[src/rtl/conv_pkg.sv]
// rtl/conv_pkg.sv - state encoding, bank select codes and control bundle for conv_sequencer
package conv_pkg;

  typedef enum logic [2:0] {
    ST_IDLE,
    ST_RST,
    ST_KLOAD,
    ST_LOAD0,
    ST_LOAD1,
    ST_LOAD2,
    ST_CONV,
    ST_DONE
  } seq_state_e;

  localparam logic [1:0] SEL_CONV = 2'b00;
  localparam logic [1:0] SEL_B0   = 2'b01;
  localparam logic [1:0] SEL_B1   = 2'b10;
  localparam logic [1:0] SEL_B2   = 2'b11;

  localparam int KERNEL_BEATS = 3;
  localparam int RST_CYCLES   = 2;

  typedef struct packed {
    logic       rst_conv;
    logic       rst_fsm;
    logic       k_i;
    logic       sop;
    logic       valid_fsm;
    logic       load;
    logic [1:0] sel;
    logic       kernel_rdy;
    logic       pix_rdy;
    logic       busy;
  } ctrl_t;

  localparam ctrl_t CTRL_RESET = '{
    rst_conv:   1'b1,
    rst_fsm:    1'b1,
    k_i:        1'b0,
    sop:        1'b0,
    valid_fsm:  1'b0,
    load:       1'b0,
    sel:        SEL_CONV,
    kernel_rdy: 1'b0,
    pix_rdy:    1'b0,
    busy:       1'b0
  };

  function automatic logic [2:0] bank_wen(input seq_state_e s);
    logic [2:0] w;
    w = 3'b000;
    case (s)
      ST_LOAD0: w = 3'b001;
      ST_LOAD1: w = 3'b010;
      ST_LOAD2: w = 3'b100;
      default:  w = 3'b000;
    endcase
    return w;
  endfunction

endpackage

[src/rtl/seq_beat_counter.sv]
// rtl/seq_beat_counter.sv - clearable up-counter with a terminal-count flag
module seq_beat_counter #(
  parameter int W = 10
) (
  input  logic         clk,
  input  logic         rst_n,
  input  logic         clr,
  input  logic         en,
  input  logic [W-1:0] term,
  output logic [W-1:0] count,
  output logic         last
);

  always_ff @(posedge clk or negedge rst_n) begin
    if (!rst_n) begin
      count <= '0;
    end else if (clr) begin
      count <= '0;
    end else if (en) begin
      count <= count + 1'b1;
    end
  end

  assign last = (count == term);

endmodule

[src/rtl/conv_sequencer.sv]
// rtl/conv_sequencer.sv - runs reset -> kernel -> bank load -> convolve -> done for the 3x3 conv datapath
module conv_sequencer
  import conv_pkg::*;
#(
  parameter int BIT_LEN    = 8,
  parameter int RAM_WIDTH  = 13,
  parameter int NB_ADDRESS = 10,
  parameter int NB_IMAGE   = 10
) (
  input  logic                   i_CLK,
  input  logic                   i_reset,
  input  logic                   i_start,
  input  logic                   i_abort,
  input  logic [NB_IMAGE-1:0]    i_img_len,
  input  logic [3*BIT_LEN-1:0]   i_kernel,
  input  logic                   i_kernel_vld,
  output logic                   o_kernel_rdy,
  input  logic [RAM_WIDTH-1:0]   i_pix,
  input  logic                   i_pix_vld,
  output logic                   o_pix_rdy,
  input  logic                   i_eop,
  output logic                   o_rst_conv,
  output logic                   o_k_i,
  output logic                   o_rst_fsm,
  output logic                   o_sop,
  output logic                   o_valid_fsm,
  output logic                   o_load,
  output logic [1:0]             o_sel,
  output logic [BIT_LEN-1:0]     o_kdata0,
  output logic [BIT_LEN-1:0]     o_kdata1,
  output logic [BIT_LEN-1:0]     o_kdata2,
  output logic [RAM_WIDTH-1:0]   o_wdata,
  output logic [NB_ADDRESS-1:0]  o_waddr,
  output logic [2:0]             o_wen,
  output logic                   o_busy,
  output logic                   o_done,
  output logic                   o_err
);

  localparam logic [31:0] MAX_LEN = 32'd1 << NB_ADDRESS;

  seq_state_e            state;
  ctrl_t                 ctrl;
  logic [NB_ADDRESS-1:0] len_m1;
  logic [NB_ADDRESS-1:0] cnt;
  logic [NB_ADDRESS-1:0] cnt_term;
  logic                  cnt_last;
  logic                  cnt_en;
  logic                  cnt_clr;
  logic                  beat_kernel;
  logic                  beat_pix;
  logic [31:0]           len_wide;
  logic                  len_ok;

  assign len_wide = 32'(i_img_len);
  assign len_ok   = (len_wide != 32'd0) && (len_wide <= MAX_LEN);

  // Ready is registered and only ever set in the matching state, so it qualifies the beat on its own.
  assign beat_kernel = i_kernel_vld && ctrl.kernel_rdy;
  assign beat_pix    = i_pix_vld && ctrl.pix_rdy;
  assign cnt_en      = (state == ST_RST) || beat_kernel || beat_pix;
  assign cnt_clr     = i_abort || (state == ST_IDLE) || (cnt_en && cnt_last);

  always_comb begin
    cnt_term = len_m1;
    case (state)
      ST_RST:   cnt_term = NB_ADDRESS'(RST_CYCLES - 1);
      ST_KLOAD: cnt_term = NB_ADDRESS'(KERNEL_BEATS - 1);
      default:  cnt_term = len_m1;
    endcase
  end

  seq_beat_counter #(
    .W(NB_ADDRESS)
  ) u_beat_counter (
    .clk  (i_CLK),
    .rst_n(i_reset),
    .clr  (cnt_clr),
    .en   (cnt_en),
    .term (cnt_term),
    .count(cnt),
    .last (cnt_last)
  );

  // Outputs are assigned alongside the next state so each appears one cycle after its cause.
  always_ff @(posedge i_CLK or negedge i_reset) begin
    if (!i_reset) begin
      state    <= ST_IDLE;
      ctrl     <= CTRL_RESET;
      len_m1   <= '0;
      o_kdata0 <= '0;
      o_kdata1 <= '0;
      o_kdata2 <= '0;
      o_wdata  <= '0;
      o_waddr  <= '0;
      o_wen    <= 3'b000;
      o_done   <= 1'b0;
      o_err    <= 1'b0;
    end else begin
      ctrl.sop <= 1'b0;
      o_wen    <= 3'b000;
      o_done   <= 1'b0;
      o_err    <= 1'b0;
      if (i_abort) begin
        state    <= ST_IDLE;
        ctrl     <= CTRL_RESET;
        o_kdata0 <= '0;
        o_kdata1 <= '0;
        o_kdata2 <= '0;
        o_wdata  <= '0;
        o_waddr  <= '0;
      end else begin
        case (state)
          ST_IDLE: begin
            if (i_start) begin
              if (len_ok) begin
                len_m1    <= NB_ADDRESS'(i_img_len - 1'b1);
                state     <= ST_RST;
                ctrl.busy <= 1'b1;
              end else begin
                o_err <= 1'b1;
              end
            end
          end
          ST_RST: begin
            if (cnt_last) begin
              state           <= ST_KLOAD;
              ctrl.rst_conv   <= 1'b0;
              ctrl.rst_fsm    <= 1'b0;
              ctrl.kernel_rdy <= 1'b1;
            end
          end
          ST_KLOAD: begin
            if (beat_kernel) begin
              o_kdata0 <= i_kernel[BIT_LEN-1:0];
              o_kdata1 <= i_kernel[2*BIT_LEN-1:BIT_LEN];
              o_kdata2 <= i_kernel[3*BIT_LEN-1:2*BIT_LEN];
              if (cnt_last) begin
                state           <= ST_LOAD0;
                ctrl.kernel_rdy <= 1'b0;
                ctrl.pix_rdy    <= 1'b1;
                ctrl.sel        <= SEL_B0;
              end
            end
          end
          ST_LOAD0, ST_LOAD1, ST_LOAD2: begin
            if (beat_pix) begin
              o_wdata <= i_pix;
              o_waddr <= cnt;
              o_wen   <= bank_wen(state);
              if (cnt_last) begin
                if (state == ST_LOAD2) begin
                  state          <= ST_CONV;
                  ctrl.pix_rdy   <= 1'b0;
                  ctrl.sel       <= SEL_CONV;
                  ctrl.k_i       <= 1'b1;
                  ctrl.load      <= 1'b1;
                  ctrl.valid_fsm <= 1'b1;
                  ctrl.sop       <= 1'b1;
                end else begin
                  state    <= (state == ST_LOAD0) ? ST_LOAD1 : ST_LOAD2;
                  ctrl.sel <= (state == ST_LOAD0) ? SEL_B1 : SEL_B2;
                end
              end
            end
          end
          ST_CONV: begin
            if (i_eop) begin
              state          <= ST_DONE;
              ctrl.valid_fsm <= 1'b0;
              ctrl.load      <= 1'b0;
              o_done         <= 1'b1;
            end
          end
          ST_DONE: begin
            state <= ST_IDLE;
            ctrl  <= CTRL_RESET;
          end
          default: begin
            state <= ST_IDLE;
            ctrl  <= CTRL_RESET;
          end
        endcase
      end
    end
  end

  assign o_rst_conv   = ctrl.rst_conv;
  assign o_rst_fsm    = ctrl.rst_fsm;
  assign o_k_i        = ctrl.k_i;
  assign o_sop        = ctrl.sop;
  assign o_valid_fsm  = ctrl.valid_fsm;
  assign o_load       = ctrl.load;
  assign o_sel        = ctrl.sel;
  assign o_kernel_rdy = ctrl.kernel_rdy;
  assign o_pix_rdy    = ctrl.pix_rdy;
  assign o_busy       = ctrl.busy;

endmodule
[config.mk]
export PLATFORM = sky130hd
export DESIGN_NAME = conv_sequencer
export DESIGN_NICKNAME = d
export VERILOG_FILES = /design/src/rtl/conv_pkg.sv /design/src/rtl/seq_beat_counter.sv /design/src/rtl/conv_sequencer.sv
export SDC_FILE = /design/constraint.sdc
export NUM_CORES = 1
export LEC_CHECK = 0
export BUFFER_PORTS_ARGS = -buffer_cell sky130_fd_sc_hd__clkbuf_2
export CORE_MARGIN = 1
export CORE_UTILIZATION = 54
export CTS_BUF_LIST = sky130_fd_sc_hd__clkbuf_4 sky130_fd_sc_hd__clkbuf_8
export DETAILED_ROUTE_END_ITERATION = 6
export PLACE_DENSITY = 0.82
export SYNTH_ARGS = -nofsm -noshare
export SYNTH_HDL_FRONTEND = slang
export SYNTH_SLANG_ARGS = --single-unit
[constraint.sdc]
create_clock -name i_CLK -period 2.3 [get_ports i_CLK]
set_input_delay 0.115 -clock i_CLK [delete_from_list [all_inputs] [get_ports i_CLK]]
set_output_delay 0.115 -clock i_CLK [all_outputs]
set_load 0.02 [all_outputs]
## Word level (Yosys, flattened, before mapping)

Cells that the tools add are included.

| cells by class | value |
|---|---|
| $add $sub $neg | 2 |
| multiply operators | 0 |
| div/mod/pow operators | 0 |
| magnitude comparators | 1 |
| equal/unequal tests | 17 |
| shift-type cells | 0 |
| mux-type cells | 64 |
| bitwise gates (word level) | 1 |
| reduce and logical (&&, ||, !) cells | 33 |

Operator list:

| kind | count |
|---|---|
| two-way mux 8 bit | 9 |
| two-way mux 10 bit | 5 |
| two-way mux 13 bit | 3 |
| two-way mux 3 bit | 12 |
| nonzero test 32 bit | 1 |
| inequality test 3 bit, second input constant | 9 |
| one-hot mux 10 bit (2 select lines) | 1 |
| one-hot mux 3 bit (6 select lines) | 1 |
| two-way mux 1 bit | 15 |
| equality test 3 bit, second input constant | 4 |
| two-way mux 4 bit | 3 |
| two-way mux 6 bit | 2 |
| one-hot mux 2 bit (3 select lines) | 2 |
| AND reduction 4 bit | 3 |
| nonzero test 4 bit | 3 |
| <= comparator 10 x 11 -> 1 bit, second input constant | 1 |
| two-way mux 11 bit | 1 |
| adder 10 x 1 -> 10 bit, second input constant | 1 |
| equality test 10 bit | 1 |
| AND reduction 5 bit | 2 |
| nonzero test 2 bit | 5 |
| subtractor 10 x 1 -> 10 bit, second input constant | 1 |
| one-hot mux 3 bit (3 select lines) | 1 |
| nonzero test 3 bit | 3 |
| 15 further kinds | 29 |

| word-level totals | value |
|---|---|
| register bits after elaboration | 86 |
| latch bits | 0 |
| bits in writable memories | 0 |
| bits in read-only memories | 0 |
| input port bits | 54 |
| output and inout bits | 63 |
| logic and storage cells | 139 |
| memories kept | 0 |

## Longest topological paths before layout

Gate-level depths: netlist of the first run.

| logic depth | value |
|---|---|
| word-level depth | 7 |
| depth in mapped cells | 10 |
| gate-level depth less buffers | 9 |

## Modules after synthesis

A second synthesis of the first run with hierarchy kept.

| unflattened totals | value |
|---|---|
| cell total of the unflattened synthesis | 406 |
| area total of the unflattened synthesis | 4097.7 µm² |

By module, submodules not included:

| module | instances | cells each | area each (µm²) | sequential area each (µm²) |
|---|---|---|---|---|
| conv_sequencer | 1 | 345 | 3503.4 | 1853.0 |
| seq_beat_counter | 1 | 61 | 594.3 | 250.2 |

## Worst setup path after synthesis of the first run

Ideal clock, no wire load.

| timing | value |
|---|---|
| path type | register to register |
| start | register state[0] |
| end | register ctrl (netlist bit o_sel[0]) |
| library setup time | 0.125 ns |
| arrival | 2.034 ns |
| data required time | 2.175 ns |
| slack | 0.141 ns |
| cell stages (with the launch flop) | 9 |
| buffers on the path | 1 |
| clock period less this slack | 2.159 ns |
| cells stage by stage | dfrtp_1 buf_6 nor2b_1 or3_1 a32oi_1 o211ai_2 or2_4 a21oi_1 mux2_2 |

| between the ends | value |
|---|---|
| longest elaborated chain between the ends | 7 |
| elaborated cells on any way between the ends | 21 |
| classes of those cells | 11 x eq/ne; 7 x mux; 3 x reduce/logical |

RTL lines:

| item | RTL line | text |
|---|---|---|
| from (decl) | conv_sequencer.sv:42 | `seq_state_e state;` |
| from (signal assigned) | conv_sequencer.sv:161 | `state <= (state == ST_LOAD0) ? ST_LOAD1 : ST_LOAD2;` |
| parallel branches: the longest is 7 deep, another holds one-hot mux 10 bit (2 select lines) | -- |  |
| to (decl) | conv_sequencer.sv:43 | `ctrl_t ctrl;` |

Parallel ways; which one is timed is not known. The select of a mux whose other input is x is not followed.
A chain may end at the register's enable or synchronous reset.

## Final worst setup path of the first run

Same ends and word-level chain as after synthesis.

==> reports/metrics.cfg, run 1 <==
[run_status]
outcome = completed

[clocking]
clk_latency_ns = 0.36
htreeDepth = 3
cts.sinks = 84
clk_pin_slew_worst_paths_ns = 0.09
cts_root_buf = clkbuf_8
cts_tree = yes
cts_buffers = 9
cts_buffer_depth = 2

[place]
gp_congestion = 0.902
placed_area_sq_mm = 0.00501
dp_slack_ns = -0.0162
port_buffers = 116
dp_hpwl_mm = 7.45

[worst_setup_path]
ff2ff_setup_slack_ns = 0.07
start_kind = flip-flop
reg2reg_to = o_sel[0]$_DFFE_PN0P_
end_kind = flip-flop
crit_fanout = 8
timing.critical_path.from = state[0]$_DFFE_PN0P_
worstPathRequired_ns = 2.60
endpoint = o_sel[0]$_DFFE_PN0P_
r2r_start = state[0]$_DFFE_PN0P_
crit_arrival_ns = 2.53
crit_type = reg2reg
rr_worst_depth = 8

[synthesis]
synth.top_cell.area_share_pct = 49.6
yosysSeqAreaShare_pct = 50.3
synthArstFlopShare_pct = 100
ys_ff_latch = 84
ys_warn_count = 0
synth.net_count = 535
synth.area.top_cells = dfrtp_1 (50%), nand2_1 (11%), a21oi_1 (6.9%)
synth_edf_count = 0
postSynthCellCount = 479
synth_cell_types = 59
synth_flop_cell = dfrtp_1
syn_area_per_cell_sq_um = 8.74
yosysTopAreaCell = dfrtp_1
netlist_area_sq_mm = 0.00419

[sta]
max-slew-margin-rel_pct = 62.4
holdWs_ns = 0.00931
period_minus_slack_ns = 2.23
setup_slack_ns = 0.0740
post-route-period-util_pct = 96.8
hold_viol = 0
drv_slew = 0
skew_ns = 0.0144
rsz0062_at_grt = no
finalSetupViolCount = 0
max_freq_ghz = 0.449
tightest_slew_ns = 0.560

[floorplan]
io_pins = 117
core-area_sq_mm = 0.00737
die_w_microns = 90.0
rows = 31
die_area_sq_mm = 0.00811
start_util_pct = 56.8
fp.dieH_microns = 90.0

[global_routing]
antenna_found_initial = 0
grt_pass1_vias = 4241
grtUsageTotal_pct = 29.8
grt_max_degree = 45
grt_overflow_total = 0
grt_pass1_wl_mm = 19.6

[detailed_routing]
drtIter0Drc = 385
vias = 4303
dr.pass1.iters = 5
drc = 0
drt_wl_total_mm = 11.9
wl_per_cell_microns = 15.7
ant_nets = 0
via_per_inst = 5.71

[finish]
antenna_cells = 0
n_fill_cell = 513
nets = 706
ff_latch_area_sq_mm = 0.00211
drive_gt1_share_pct = 29.3
design_area_sq_mm = 0.00571
final_util_pct = 77.5
multi_input_area_sq_mm = 0.00198
synthToLayoutAreaGrowth_pct = 36.4

[power_and_ir_drop]
p_leak_nw = 2.67
p_total_mw = 4.53
peakVddDrop_mv = 0.493
power_density_mw_per_mm2 = 794

[job]
maxCapViolCount = 0

[hold_path]
hold_path.class = in2reg

-- worst min-delay path by stage --
stage            startpoint  cells past startpoint  slack [ns]                      end
2_1_floorplan       i_reset                      0       -0.18    len_m1[0]$_DFFE_PN0P_
3_3_place_gp        i_reset                      1        0.12        o_k_i$_DFFE_PN0P_
3_5_place_dp        i_reset                      1        0.13       o_wen[1]$_DFF_PN0_
4_1_cts             i_start                      2       0.009          o_err$_DFF_PN0_
5_1_grt        i_kernel[22]                      3        0.02  o_kdata2[6]$_DFFE_PN0P_
6_report       i_kernel[22]                      3       0.009  o_kdata2[6]$_DFFE_PN0P_
-- worst max-delay path, cell delays in order (launching register included) --
cell	delay (ns)
dfrtp_2	0.46
nor2b_4	0.15
or3_4	0.37
a32oi_2	0.20
o211ai_2	0.12
or2_4	0.31
buf_6	0.15
o41ai_4	0.21
mux2_4	0.20
-- layout make-up --
class	instances	area share, %
clock buffers	9	2.17
well taps	99	2.17
clock inverters	7	1.40
inverters	11	0.723
multi-input cells	355	34.6
flip-flops and latches	84	36.9
repair buffers	189	22.0
-- cell usage in the layout (no fill, tap or decap), types with 3 or more instances in the layout --
master,n
nand2_1,128
clkbuf_2,115
dfrtp_1,80
a21oi_1,56
dlygate4sd3_1,39
buf_4,32
o21ai_0,26
nor2_1,13
inv_1,10
nand2b_1,9
nor3_1,9
clkbuf_8,9
nand3_1,8
nor2b_1,8
xnor2_1,6
and3_1,6
a22o_1,6
xor2_1,5
a31oi_1,5
nor4_1,4
or3_1,4
and2_1,3
nor2_2,3
o22ai_1,3
a211oi_1,3
a21o_1,3
dfrtp_2,3
-- sequential cells by signal (all words and copies together), names as in the netlist --
name	flops
o_kernel_rdy	1
o_err	1
o_pix_rdy	1
o_done	1
o_wen	3
o_wdata	13
o_k_i	1
o_sop	1
len_m1	10
o_busy	1
o_kdata1	8
o_waddr	10
o_valid_fsm	1
o_kdata0	8
o_rst_conv	1
state	3
u_beat_counter.count	10
o_kdata2	8
o_sel	2
-- stage by stage --
stage	setup TNS, ns	std cells
finish	0	754
global route	0	754
CTS	0	750
detailed placement	-0.0314	695
global placement	0	695
floorplan	0	479
-- where the power goes --
group	total (mW)	internal (mW)	switching, mW
clock network	1.09	0.517	0.573
logic	1.65	0.730	0.918
registers	1.79	1.63	0.164
total	4.53	2.88	1.65
-- layer usage --
metal / vias to the layer above / share of wire (%) / GRT usage, %
met5: - / 0 / 0
li1: 1997 / - / -
met1: 2039 / 40 / 35.2
met2: 223 / 50 / 52.0
met4: 0 / 3.6 / 15.6
met3: 44 / 6.5 / 5.16
-- synth_stat cells, drive strengths merged, types with 8 or more instances --
library cell  count
inv              11
nand3             8
buf              12
nand2           128
dfrtp            83
nor2b             9
a21oi            58
nand2b            9
nor3             10
clkbuf           18
o21ai            29
nor2             16
-- repair_timing --
action,CTS,global route
gates cloned,0,1
setup endpoints to repair,7,15
hold endpoints to repair,77,0
pin swaps,0,3
buffers inserted,0,3
hold buffers,39,0
gates resized for setup,2,15
-- cell families (layout without fill, tap and decap cells) --
kind of cell             count (synthesis)  in the layout  synth area share (%)
AO/OA/AOI/OAI                          133            134                  19.6
XOR/XNOR                                11             11                  2.30
adder cells (fa/ha/maj)                  2              2                 0.598
buffers and inverters                   41            216                  4.51
flip-flops                              84             84                  50.3
multiplexers                             1              1                 0.269
AND/OR/NAND/NOR                        207            207                  22.5
Note: power is estimated with default switching activity, not from simulation.
==> run 2: changes to the inputs <==
--- a/config.mk
+++ b/config.mk
@@ -10,6 +10,7 @@
 export CORE_UTILIZATION = 54
 export CTS_BUF_LIST = sky130_fd_sc_hd__clkbuf_4 sky130_fd_sc_hd__clkbuf_8
 export DETAILED_ROUTE_END_ITERATION = 6
+export GPL_TIMING_DRIVEN = 0
 export PLACE_DENSITY = 0.82
 export SYNTH_ARGS = -nofsm -noshare
 export SYNTH_HDL_FRONTEND = slang
==> run 2 against run 1 <==
The flow now finishes with violations (negative setup slack). Sequential power is essentially flat. Register-to-register slack lost 0.13 ns. Routed wire length grew 8.3%. Worst setup slack lost 0.13 ns. Clock skew shrank 0.0036 ns. Clock power grew 12%. Via count grew 2.6%. Final cell count grew 0.66%. Clock-buffer cell count is the same. Sequential share of layout area shrank 0.74 points.
==> reports/metrics.cfg, run 2 (synthesis gave the netlist of run 1 again) <==
[power_and_ir_drop]
clockPowerShare_pct = 24.8
peakVddDrop_mv = 0.466
power_frac_comb_pct = 38.8
p_int_mw = 3.06
power_density_mw_per_mm2 = 848
sw_frac_of_total_pct = 37.9
power.switching_mw = 1.87
sequentialPowerShare_pct = 36.4
p_leak_nw = 2.65
p_total_mw = 4.93

[worst_setup_path]
endpoint = u_beat_counter.count[8]$_DFFE_PN0P_
crit_type = reg2reg
reg2reg_to = u_beat_counter.count[8]$_DFFE_PN0P_
rr_worst_depth = 10
crit_arrival_ns = 2.61
crit_fanout = 10
end_kind = flip-flop
ff2ff_setup_slack_ns = -0.06
worstPathRequired_ns = 2.55
r2r_start = state[0]$_DFFE_PN0P_
timing.critical_path.from = state[0]$_DFFE_PN0P_
start_kind = flip-flop

[finish]
final_util_pct = 79.0
mostFrequentLayoutCell = nand2_1
antenna_cells = 0
n_fill_cell = 467
synthToLayoutAreaGrowth_pct = 39.0
nets = 711
largest_register_ffs = 13
ff_latch_area_sq_mm = 0.00210
layout_common_cells = nand2_1 (128), clkbuf_2 (117), dfrtp_1 (82)
largest_register = o_wdata
multi_input_area_sq_mm = 0.00209
drive_gt1_share_pct = 28.6

[floorplan]
die_w_microns = 90.0
rows = 31
core-area_sq_mm = 0.00737
fp.dieH_microns = 90.0
start_util_pct = 56.8
die_area_sq_mm = 0.00811
io_pins = 117

[hold_path]
hold_path.class = in2reg

[job]
maxCapViolCount = 0

[run_status]
violations = negative setup slack
outcome = complete, but fails checks

[clocking]
cts_tree = yes
clk_latency_ns = 0.36
cts_buffers = 9
htreeDepth = 3
clk_pin_slew_worst_paths_ns = 0.09
cts_buffer_depth = 2
cts.sinks = 84
cts_root_buf = clkbuf_8

[sta]
finalSetupViolCount = 5
drv_slew = 0
setup_slack_ns = -0.0579
max_freq_ghz = 0.424
post-route-period-util_pct = 103
period_minus_slack_ns = 2.36
rsz0062_at_grt = yes
skew_ns = 0.0108
max-slew-margin-rel_pct = 41.6
hold_viol = 0
tightest_slew_ns = 0.870

[detailed_routing]
vias = 4417
wl_per_cell_microns = 16.9
ant_nets = 0
dr.pass1.iters = 5
drtIter0Drc = 429
drt_wl_total_mm = 12.9
via_per_inst = 5.82
drc = 0

[place]
gp_congestion = 0.902
dp_hpwl_mm = 7.64
port_buffers = 116

[global_routing]
grt_max_degree = 61
antenna_found_initial = 0
grtUsageTotal_pct = 31.0
grt_overflow_total = 0
grt_pass1_wl_mm = 20.2
grt_pass1_vias = 4210

[run 2: stage by stage]
step                hold slack [ns]  setup slack (ns)  std cells  TNS (ns)  area, sq um
finish                       0.0182           -0.0579        759    -0.150         5820
global route                0.00934            -0.196        759     -1.52         5820
CTS                         0.00214          -0.00811        754  -0.00811         5620
detailed placement           0.0921           -0.0965        695    -0.243         4920
global placement              0.335           -0.0612        694    -0.193         4890
floorplan                    -0.181             0.141        479         0         4190
[run 2: per-layer routing]
metal	vias to the layer above	global-route usage, %	routed length (microns)
met3	61	4.23	804
met5	-	0	0
li1	2005	-	-
met4	0	14.2	519
met2	244	53.0	6420
met1	2107	39.1	5110
[run 2: cell type report]
cell class | count | share of cell area, %
tap | 99 | 2.13
buffer | 29 | 2.52
sequential | 84 | 36.2
clock inverter | 7 | 1.89
timing repair buffer | 165 | 18.6
inverter | 11 | 0.710
multi-input combinational | 355 | 35.9
clock buffer | 9 | 2.13
[run 2: worst min path at each step]
stage	startpoint	end	slack (ns)	cells past startpoint
2_1_floorplan	i_reset	len_m1[0]$_DFFE_PN0P_	-0.18	0
6_report	i_start	o_err$_DFF_PN0_	0.02	2
4_1_cts	i_start	o_err$_DFF_PN0_	0.002	2
3_5_place_dp	i_reset	o_sel[1]$_DFFE_PN0P_	0.09	1
5_1_grt	i_start	o_err$_DFF_PN0_	0.009	2
3_3_place_gp	i_kernel[1]	o_kdata0[1]$_DFFE_PN0P_	0.34	3
[run 2: worst max-delay path: stages (launching register included)]
cell       delay (ns)
dfrtp_1          0.37
buf_6            0.16
buf_4            0.20
o22ai_1          0.11
a221oi_1         0.33
nand4_1          0.23
or2_4            0.35
buf_6            0.14
buf_6            0.12
a31oi_4          0.17
o2bb2ai_2        0.08
[run 2: power by group through the flow]
stage / Combinational (mW) / Clock, mW / Sequential (mW)
finish: 1.91 / 1.22 / 1.80
floorplan: 0.880 / 0 / 1.81
detailed placement: 1.26 / 0 / 1.81
global route: 2.04 / 1.29 / 1.82
global placement: 1.23 / 0 / 1.79
CTS: 1.46 / 1.24 / 1.78
[run 2: repair_timing]
item	CTS	global route
hold endpoints to repair	63	0
setup buffers	2	5
endpoints found under the setup margin	11	42
gates cloned	1	1
hold buffers	40	0
gates resized for setup	10	36
pin swaps	5	11
==> run 3: changes to the inputs <==
--- a/config.mk
+++ b/config.mk
@@ -6,12 +6,14 @@
 export NUM_CORES = 1
 export LEC_CHECK = 0
 export BUFFER_PORTS_ARGS = -buffer_cell sky130_fd_sc_hd__clkbuf_2
+export CELL_PAD_IN_SITES_DETAIL_PLACEMENT = 1
+export CELL_PAD_IN_SITES_GLOBAL_PLACEMENT = 1
 export CORE_MARGIN = 1
-export CORE_UTILIZATION = 54
+export CORE_UTILIZATION = 40
 export CTS_BUF_LIST = sky130_fd_sc_hd__clkbuf_4 sky130_fd_sc_hd__clkbuf_8
 export DETAILED_ROUTE_END_ITERATION = 6
 export GPL_TIMING_DRIVEN = 0
-export PLACE_DENSITY = 0.82
+export PLACE_DENSITY_LB_ADDON = 0.1
 export SYNTH_ARGS = -nofsm -noshare
 export SYNTH_HDL_FRONTEND = slang
 export SYNTH_SLANG_ARGS = --single-unit
==> run 3 against run 2 <==
The flow still finishes with violations (negative setup slack). Sequential share of layout area fell by 0.16 points. Flip-flop and latch count unchanged. Utilization fell by 20 points. Total power rose by 0.80%. Final cell count up 4.6%. Register-to-register slack got worse by 0.07 ns. Worst setup slack worse by 0.065 ns. Critical path type unchanged. Highest routed layer unchanged.
==> reports/metrics.cfg, run 3 (synthesis gave the netlist of run 1 again) <==
[global_routing]
grt_overflow_total = 0
grt_pass1_vias = 4482
grt_max_degree = 60
antenna_found_initial = 0
grtUsageTotal_pct = 25.9
grt_pass1_wl_mm = 22.4

[clocking]
clk_latency_ns = 0.36
cts_root_buf = clkbuf_8
clk_pin_slew_worst_paths_ns = 0.08
cts.sinks = 84
cts_tree = yes
htreeDepth = 3
cts_buffer_depth = 2
cts_buffers = 9

[worst_setup_path]
start_kind = flip-flop
ff2ff_setup_slack_ns = -0.12
crit_fanout = 6
crit_arrival_ns = 2.71
crit_type = reg2reg
rr_worst_depth = 10
end_kind = flip-flop
worstPathRequired_ns = 2.58

[detailed_routing]
ant_nets = 0
vias = 4293
via_per_inst = 5.41
wl_per_cell_microns = 17.6
drt_wl_total_mm = 14.0
dr.pass1.iters = 4
drtIter0Drc = 190
drc = 0

[power_and_ir_drop]
p_leak_nw = 2.66
power_density_mw_per_mm2 = 850
peakVddDrop_mv = 0.370

[floorplan]
rows = 36
io_pins = 117
die_area_sq_mm = 0.0109
start_util_pct = 42.0
die_w_microns = 104
fp.dieH_microns = 104
core-area_sq_mm = 0.00995

[finish]
multi_input_area_sq_mm = 0.00203
layout_common_cells = nand2_1 (128), clkbuf_2 (117), dfrtp_1 (81)
mostFrequentLayoutCell = nand2_1
n_fill_cell = 1195
drive_gt1_share_pct = 28.4
ff_latch_area_sq_mm = 0.00211
largest_register = o_wdata
nets = 714
largest_register_ffs = 13
synthToLayoutAreaGrowth_pct = 39.8
antenna_cells = 0
layoutNonFillerInstCount = 794
final_util_pct = 58.8

[place]
dp_hpwl_mm = 9.07
gp_congestion = 0.818
dp_cells = 729
port_buffers = 116
dp_slack_ns = -0.241

[job]
maxCapViolCount = 0

[sta]
post-route-period-util_pct = 105
hold_viol = 0
max-slew-margin-rel_pct = 59.1
final.setup.tns_ns = -0.670
setup_slack_ns = -0.123
finalSetupViolCount = 10
tightest_slew_ns = 0.614
rsz0062_at_grt = yes
max_freq_ghz = 0.413
drv_slew = 0
skew_ns = 0.0112
period_minus_slack_ns = 2.42

[hold_path]
hold_depth = 2
hold_path.class = in2reg

[run_status]
outcome = complete, but fails checks
violations = negative setup slack

-- run 3: changes by cell type in the layout (fill, tap and decap cells not counted), sizes merged --
cell      previous run  this run
bufbuf               0         1
o21ai               30        29
clkinv               3         0
buf                 21        23
clkbuf             142       144
clkinvlp             0         2
inv                 13        11
-- run 3: final cells by class --
| type | count | area share (%) |
|---|---|---|
| Timing Repair Buffer | 169 | 19.4 |
| Clock inverter | 4 | 1.28 |
| Clock buffer | 10 | 2.35 |
| Tap cell | 133 | 2.84 |
| Inverter | 11 | 0.706 |
| Multi-Input combinational cell | 354 | 34.8 |
| Sequential cell | 84 | 36.0 |
| Buffer | 29 | 2.65 |
-- run 3: report_power, final --
group | leakage, nW | switching, mW | internal (mW)
Clock | 0.100 | 0.538 | 0.630
Combinational | 1.42 | 1.10 | 0.916
Sequential | 1.14 | 0.160 | 1.63
-- run 3: metal layers --
layer / track usage, % / wire, microns / up-vias
li1: - / - / 2007
met2: 44.8 / 7100 / 134
met3: 3.88 / 534 / 25
met4: 11.5 / 336 / 0
met5: 0 / 0 / -
met1: 31.8 / 6010 / 2127
-- run 3: path summary, 6_finish.rpt --
check | start | endpoint
max | state[1]$_DFFE_PN0P_ | state[1]$_DFFE_PN0P_
min | i_start | o_err$_DFF_PN0_
max reg2reg | state[1]$_DFFE_PN0P_ | state[1]$_DFFE_PN0P_
min reg2reg | o_rst_conv$_DFFE_PN1P_ | o_rst_conv$_DFFE_PN1P_
max in group asynchronous | i_reset | u_beat_counter.count[1]$_DFFE_PN0P_
min in group asynchronous | i_reset | u_beat_counter.count[6]$_DFFE_PN0P_
-- run 3: timing repair --
action | 4_1_cts | 5_1_grt
setup buffers | 6 | 5
pin swaps | 7 | 12
hold buffers | 40 | 0
hold endpoints to repair | 63 | 0
endpoints found under the setup margin | 17 | 51
cloned | 1 | 0
resized for setup | 11 | 29
-- run 3: worst max-delay path, cell delays in order (launching register included) --
cell and delay [ns]:
dfrtp_1 0.39, buf_6 0.15, xor2_4 0.22, a21oi_2 0.08, o32ai_2 0.32, nand4_1 0.18, buf_6 0.17, or2_4 0.28
bufbuf_16 0.28, o21a_1 0.16, o21ai_1 0.13
-- run 3: through the flow --
step	total power, mW	area, sq um	hold slack (ns)
3_5_place_dp	3.12	4960	0.0952
2_1_floorplan	2.69	4190	-0.181
5_1_grt	5.19	5850	0.0566
3_3_place_gp	3.06	4930	0.334
4_1_cts	4.62	5700	0.0147
6_report	4.97	5850	0.0359
